## config.mk

```make
export PLATFORM = sky130hd
export DESIGN_NAME = bin_bcd_secuencial
export DESIGN_NICKNAME = d
export VERILOG_FILES = /design/src/rtl/bin_bcd_secuencial.sv
export SDC_FILE = /design/constraint.sdc
export NUM_CORES = 1
export LEC_CHECK = 0
export ABC_CLOCK_PERIOD_IN_PS = 1700
export BUFFER_PORTS_ARGS = -buffer_cell sky130_fd_sc_hd__clkbuf_2
export CAP_MARGIN = 30
export CORE_UTILIZATION = 40
export DETAILED_ROUTE_END_ITERATION = 10
export GPL_TIMING_DRIVEN = 0
export MAX_ROUTING_LAYER = met4
export SETUP_SLACK_MARGIN = 0.02
export SLEW_MARGIN = 30
export SYNTH_ARGS = -nofsm -noshare
export SYNTH_HDL_FRONTEND = slang
export SYNTH_SLANG_ARGS = --single-unit
```

## constraint.sdc

```tcl
create_clock -name clk -period 1.7 [get_ports clk]
set_input_delay 0.34 -clock clk [delete_from_list [all_inputs] [get_ports clk]]
set_output_delay 0.34 -clock clk [all_outputs]
set_load 0.005 [all_outputs]
```

## src/rtl/bin_bcd_secuencial.sv

```systemverilog
// Sequential binary-to-BCD converter (double dabble, one operand bit per clock).
// Accepts an operand on inicio while listo, and returns packed BCD with a one-cycle valido pulse.
module bin_bcd_secuencial #(
  parameter int ANCHO_BIN = 13,
  parameter int DIGITOS   = 4,
  parameter int CON_SIGNO = 0
) (
  input  logic                   clk,
  input  logic                   rst,
  input  logic                   inicio,
  input  logic [ANCHO_BIN-1:0]   binario,
  output logic                   listo,
  output logic                   valido,
  output logic [4*DIGITOS-1:0]   bcd,
  output logic                   signo,
  output logic                   desborde
);

  localparam int AB = 4 * DIGITOS;
  localparam int CW = $clog2(ANCHO_BIN + 1);

  localparam logic [0:0] REPOSO   = 1'b0;
  localparam logic [0:0] DESPLAZA = 1'b1;

  localparam logic [ANCHO_BIN-1:0] BIN_UNO = ANCHO_BIN'(1);
  localparam logic [CW-1:0]        CNT_UNO = CW'(1);
  localparam logic [CW-1:0]        CNT_INI = CW'(ANCHO_BIN);

  logic [0:0]           estado_q, estado_d;
  logic [ANCHO_BIN-1:0] op_q, op_d;
  logic [AB-1:0]        acc_q, acc_d;
  logic                 ovf_q, ovf_d;
  logic                 neg_q, neg_d;
  logic [CW-1:0]        cnt_q, cnt_d;
  logic [AB-1:0]        bcd_q, bcd_d;
  logic                 signo_q, signo_d;
  logic                 desborde_q, desborde_d;
  logic                 valido_q, valido_d;

  logic [AB-1:0]        acc_adj;
  logic                 neg_in;
  logic [ANCHO_BIN-1:0] mag_in;

  // Two's-complement negation kept at ANCHO_BIN bits, so the most negative input yields 2^(ANCHO_BIN-1).
  assign neg_in = (CON_SIGNO != 0) && binario[ANCHO_BIN-1];
  assign mag_in = neg_in ? (~binario + BIN_UNO) : binario;

  generate
    for (genvar gi = 0; gi < DIGITOS; gi++) begin : g_ajuste
      assign acc_adj[4*gi +: 4] = (acc_q[4*gi +: 4] >= 4'd5) ? (acc_q[4*gi +: 4] + 4'd3)
                                                             : acc_q[4*gi +: 4];
    end
  endgenerate

  always_comb begin
    estado_d   = estado_q;
    op_d       = op_q;
    acc_d      = acc_q;
    ovf_d      = ovf_q;
    neg_d      = neg_q;
    cnt_d      = cnt_q;
    bcd_d      = bcd_q;
    signo_d    = signo_q;
    desborde_d = desborde_q;
    valido_d   = 1'b0;
    case (estado_q)
      REPOSO: begin
        if (inicio) begin
          op_d     = mag_in;
          neg_d    = neg_in;
          acc_d    = '0;
          ovf_d    = 1'b0;
          cnt_d    = CNT_INI;
          estado_d = DESPLAZA;
        end
      end
      default: begin
        // The bit leaving the top digit means the magnitude no longer fits.
        {acc_d, op_d} = {acc_adj[AB-2:0], op_q, 1'b0};
        ovf_d         = ovf_q | acc_adj[AB-1];
        cnt_d         = cnt_q - CNT_UNO;
        if (cnt_q == CNT_UNO) begin
          bcd_d      = acc_d;
          signo_d    = neg_q;
          desborde_d = ovf_d;
          valido_d   = 1'b1;
          estado_d   = REPOSO;
        end
      end
    endcase
  end

  always_ff @(posedge clk) begin
    if (rst) begin
      estado_q   <= REPOSO;
      op_q       <= '0;
      acc_q      <= '0;
      ovf_q      <= 1'b0;
      neg_q      <= 1'b0;
      cnt_q      <= '0;
      bcd_q      <= '0;
      signo_q    <= 1'b0;
      desborde_q <= 1'b0;
      valido_q   <= 1'b0;
    end else begin
      estado_q   <= estado_d;
      op_q       <= op_d;
      acc_q      <= acc_d;
      ovf_q      <= ovf_d;
      neg_q      <= neg_d;
      cnt_q      <= cnt_d;
      bcd_q      <= bcd_d;
      signo_q    <= signo_d;
      desborde_q <= desborde_d;
      valido_q   <= valido_d;
    end
  end

  assign listo    = (estado_q == REPOSO);
  assign valido   = valido_q;
  assign bcd      = bcd_q;
  assign signo    = signo_q;
  assign desborde = desborde_q;

endmodule

```

Word-level counts from Yosys, hierarchy flattened
Index checks and enable logic that the tools add are counted.
{"block": "word_totals", "ramBits": 0, "wordCells": 41, "latchBits": 0, "mem_count": 0, "output_inout_bits": 20, "inputBits": 16, "ff_bits": 53, "mem_bits_ro": 0}
{"block": "op_classes", "n_eq_ne": 1, "div_mod_pow": 0, "mux": 16, "addsub": 5, "multipliers": 0, "shift": 0, "magnitude_cmp": 4, "bitwise": 2, "reduce_logical": 4}
{"op": "$mux 16", "n": 2}
{"op": "$mux 13", "n": 2}
{"op": "$mux 4", "n": 6}
{"op": "$add 4x2->4 const B", "n": 4}
{"op": "$ge 4x3->1 const B", "n": 4}
{"op": "$mux 1", "n": 6}
{"op": "$eq 4x1->1 const B", "n": 1}
{"op": "$reduce_or 2->1", "n": 2}
{"op": "$sub 4x1->4 const B", "n": 1}
{"op": "$reduce_and 2->1", "n": 1}
{"op": "$reduce_bool 2->1", "n": 1}
{"op": "$not 1->1", "n": 1}
{"op": "$or 1x1->1", "n": 1}

Longest topological paths before layout
{"block": "depth", "depth_word": 4, "ltp_mapped": 8, "ltp_nobuf": 7}

Worst setup path after synthesis
No wires, ideal clock.
{"block": "synth_timing", "path_kind": "flip-flop to flip-flop", "start": "register acc_q[9]", "end": "register acc_q[10]", "setup_time_ns": 0.059, "synth_period_minus_slack_ns": 1.352, "arrival_time_ns": 1.293, "t_required_ns": 1.641, "slack_ns": 0.348, "stages_incl_launch_ff": 7, "path_buffers": 0, "cell_sequence": "dfxtp_1 inv_1 ha_1 nand2b_1 a21oi_1 mux2i_1 a22o_1"}
{"block": "synth_between", "elab_chain_cells": 3, "elab_cells_between_ends": 4, "cone_classes": "1 x add/sub; 1 x order compare; 2 x mux"}
{"element": "from (decl)", "line_no": "31", "rtl": "logic [AB-1:0] acc_q, acc_d;"}
{"element": "from (signal assigned)", "line_no": "97", "rtl": "acc_q <= '0;"}
{"element": "from (signal assigned)", "line_no": "108", "rtl": "acc_q <= acc_d;"}
{"element": "$add 4x2->4 / $ge 4x3->1 (equally long branches)", "line_no": "50", "rtl": "assign acc_adj[4*gi +: 4] = (acc_q[4*gi +: 4] >= 4'd5) ? (acc_q[4*gi +: 4] + 4'd3)"}
{"element": "$mux 4 (*)", "line_no": "50"}
{"element": "$mux 16 (*)", "line_no": "66", "rtl": "case (estado_q)"}
Every way passes the cells marked *; elsewhere a longest branch is shown, timed or not.
A chain may end at the register's enable or synchronous reset.

Final worst setup path
{"block": "layout_timing", "start": "register acc_q[0]", "end": "register acc_q[2]"}
The elaborated chain is that of the path after synthesis.

==> impl_metrics.json <==
{
  "final_cell_area_sq_um": 2711,
  "p_total_uw": 2399,
  "portBuffers": 33,
  "cp-end-kind": "flip-flop",
  "p_clk_share_pct": 36.9,
  "dpl-instance-area_sq_um": 2582,
  "maxCapViolCount": 0,
  "rsz0062_at_grt": "false",
  "cpMaxStageDelayCell": "dfxtp_1",
  "firstDrtPassIters": 4,
  "antenna_found_initial": 0,
  "grt-ovfl-total": 0,
  "grt_pass1_wl_mm": 8.459,
  "status": "finished, final reports clean",
  "finalNetCount": 317,
  "place_hpwl_mm": 3.478,
  "fill_cells": 559,
  "setup_viol": 0,
  "viasPerCell": 5.192,
  "synth-seq-cells": 53,
  "slew_violations": 0,
  "clk_latency_ps": 310,
  "tns_ps": 0,
  "combPwrFrac_pct": 8.9,
  "seq_area_frac_synth_pct": 45.59,
  "die-area_sq_um": 6127,
  "cts_buffer_depth": 2,
  "avgSynthCellArea_sq_um": 9.272,
  "cell_internal_pwr_uw": 1839,
  "num_vias": 1890,
  "drt_iter0_drc": 79,
  "synth-warning-count": 0,
  "drc_errors": 0,
  "worst-path-buf-inv": 1,
  "cts_tree": "built",
  "synth_area_sq_um": 2327,
  "critPathTopFamily": "compound AO/OA/AOI/OAI gates",
  "num_rows": 27,
  "ir_drop_uv": 494.2,
  "clkTransAtPathRegs_ps": 90,
  "area_delta_synth_final_pct": 16.51,
  "io_pins": 36,
  "crit_type": "flip-flop to flip-flop",
  "required_ps": 1960,
  "gp_congestion": 0.8163,
  "p_leak_uw": 0.001141,
  "switching_power_uw": 559.7,
  "grt_pass1_vias": 1812,
  "cts-buffers-inserted": 5,
  "final_cell_mix": "dfxtp_1, clkbuf_2, nor2_1",
  "hold_path_class": "input port to flip-flop",
  "netlist_instances": 251,
  "multi_input_area_sq_um": 1144,
  "cp-start-kind": "flip-flop",
  "syn_nets": 277,
  "max_stage_delay_ps": 350,
  "core_sq_um": 5540,
  "wl_mm": 5.003,
  "ys_types": 31,
  "critPathArrivalTime_ps": 1790,
  "cts_setup_buffers": 0,
  "ctsHoldBuffers": 0,
  "die_w_microns": 78.28,
  "final_common_cell": "dfxtp_1",
  "finClkSkew_ps": 7.877,
  "wire_per_inst_microns": 13.74,
  "grt_max_degree": 16,
  "post-route-util_pct": 48.94,
  "crit_fanout": 5,
  "path_cells": "inv_1 > ha_1 > nand2b_1 > a21oi_1 > mux2i_1 > a22o_1",
  "die_y_microns": 78.28,
  "fin_crit_ps": 1525,
  "seq_power_share_pct": 54.1,
  "cts.sinks": 53,
  "tightest_slew_ps": 510.9,
  "grt_use_total_pct": 18.35,
  "h-tree-depth": 2,
  "switching_share_pct": 23.34,
  "fin_crit_sh_pct": 89.72,
  "drive_above_1_share_pct": 20.21,
  "timing.final.ws_setup_ps": 174.8,
  "fmax_ghz": 0.6557,
  "slew_headroom_pct": 65.94,
  "power_density_nw_per_um2": 884.6,
  "register_area_sq_um": 1061,
  "hold_violations": 0,
  "n_antenna_cell": 0,
  "ant_nets": 0,
  "cts-root-buf": "clkbuf_8",
  "start_util_pct": 42.01,
  "place_ws_ps": 155.4
}
[sequential cells by signal (all words and copies together), names as in the netlist]
name and count:
acc_q 16, bcd 16, cnt_q 4, desborde 1
estado_q 1, op_q 13, ovf_q 1, valido 1
[repair_timing]
item,4_1_cts,5_1_grt
endpoints found under the setup margin,0,12
endpoints found under the hold margin,0,0
resized for setup,0,4
[synthesized netlist by cell type]
| master | n | share of area [%] |
|---|---|---|
| o22ai_1 | 1 | 0.27 |
| nand2b_1 | 6 | 1.6 |
| buf_1 | 1 | 0.16 |
| o21ai_0 | 12 | 2.6 |
| clkinv_2 | 1 | 0.21 |
| a211oi_1 | 1 | 0.32 |
| o2bb2ai_1 | 8 | 3.0 |
| buf_6 | 1 | 0.48 |
| nor2_2 | 2 | 0.54 |
| xnor2_1 | 4 | 1.5 |
| dfxtp_1 | 53 | 46 |
| a31oi_1 | 1 | 0.27 |
| nand3_1 | 4 | 0.86 |
| o21ba_2 | 1 | 0.43 |
| nand2_1 | 4 | 0.64 |
| a21oi_1 | 31 | 6.7 |
| nor3_1 | 9 | 1.9 |
| mux2i_1 | 17 | 7.3 |
| buf_2 | 7 | 1.5 |
| conb_1 | 1 | 0.16 |
| clkinv_1 | 1 | 0.16 |
| a21o_1 | 1 | 0.32 |
| inv_1 | 12 | 1.9 |
| clkbuf_1 | 1 | 0.16 |
| a311oi_1 | 2 | 0.75 |
| nor2_1 | 30 | 4.8 |
| a22o_1 | 17 | 6.4 |
| ha_1 | 10 | 5.4 |
| nor3b_1 | 8 | 2.6 |
| nor3_2 | 1 | 0.43 |
| buf_4 | 3 | 0.97 |
[through the flow]
step | instances | hold slack (ps)
2_1_floorplan | 251 | 453.7
6_report | 364 | 325.5
3_5_place_dp | 356 | 450.1
4_1_cts | 364 | 326.4
3_3_place_gp | 356 | 448.2
5_1_grt | 364 | 344.2
[layout make-up]
class / instances / area share, %
clock buffer: 7 / 3.184
sequential: 53 / 39.13
buffer: 13 / 2.815
timing repair buffer: 33 / 6.091
inverter: 14 / 2.169
clock inverter: 1 / 1.108
tap: 72 / 3.323
multi-input combinational: 171 / 42.18
[routing by layer]
| layer | track usage [%] | wire length, microns | up-vias |
|---|---|---|---|
| met5 | - | 0 | - |
| met4 | 6.667 | 73 | 0 |
| met3 | 3.488 | 161 | 9 |
| met2 | 29.56 | 2342 | 41 |
| met1 | 22.87 | 2425 | 875 |
| li1 | - | - | 965 |
[tightest hold or removal path: cells and delay by family]
| kind | cells | cell delay, ps |
|---|---|---|
| and+or+nand+nor | 1 | 110 |
| muxes | 1 | 60 |
| buffers and inverters | 1 | 80 |
[power groups by stage]
stage / combinational (uW) / sequential (uW) / clock (uW)
CTS: 216 / 1300 / 912
global route: 244 / 1300 / 955
finish: 214 / 1300 / 886
detailed placement: 216 / 1330 / 0
global placement: 213 / 1330 / 0
floorplan: 153 / 1320 / 0
[final timing paths]
check	from	to	slack (ps)	cells after the start
max	acc_q[0]	acc_q[2]	170	6
min	binario[0]	op_q[0]	330	3
max reg2reg	acc_q[0]	acc_q[2]	170	6
min reg2reg	bcd[15]	bcd[15]	470	1
[kinds of logic after synthesis]
family	Yosys count	synth area share, %
fa+ha+maj	10	5.376
mux	17	7.312
buf+inv	27	5.590
xor+xnor	4	1.505
simple gates	64	13.44
flops	53	45.59
compound gates	75	21.02
other cells	1	0.1611
(Power assumes the default switching activity.)
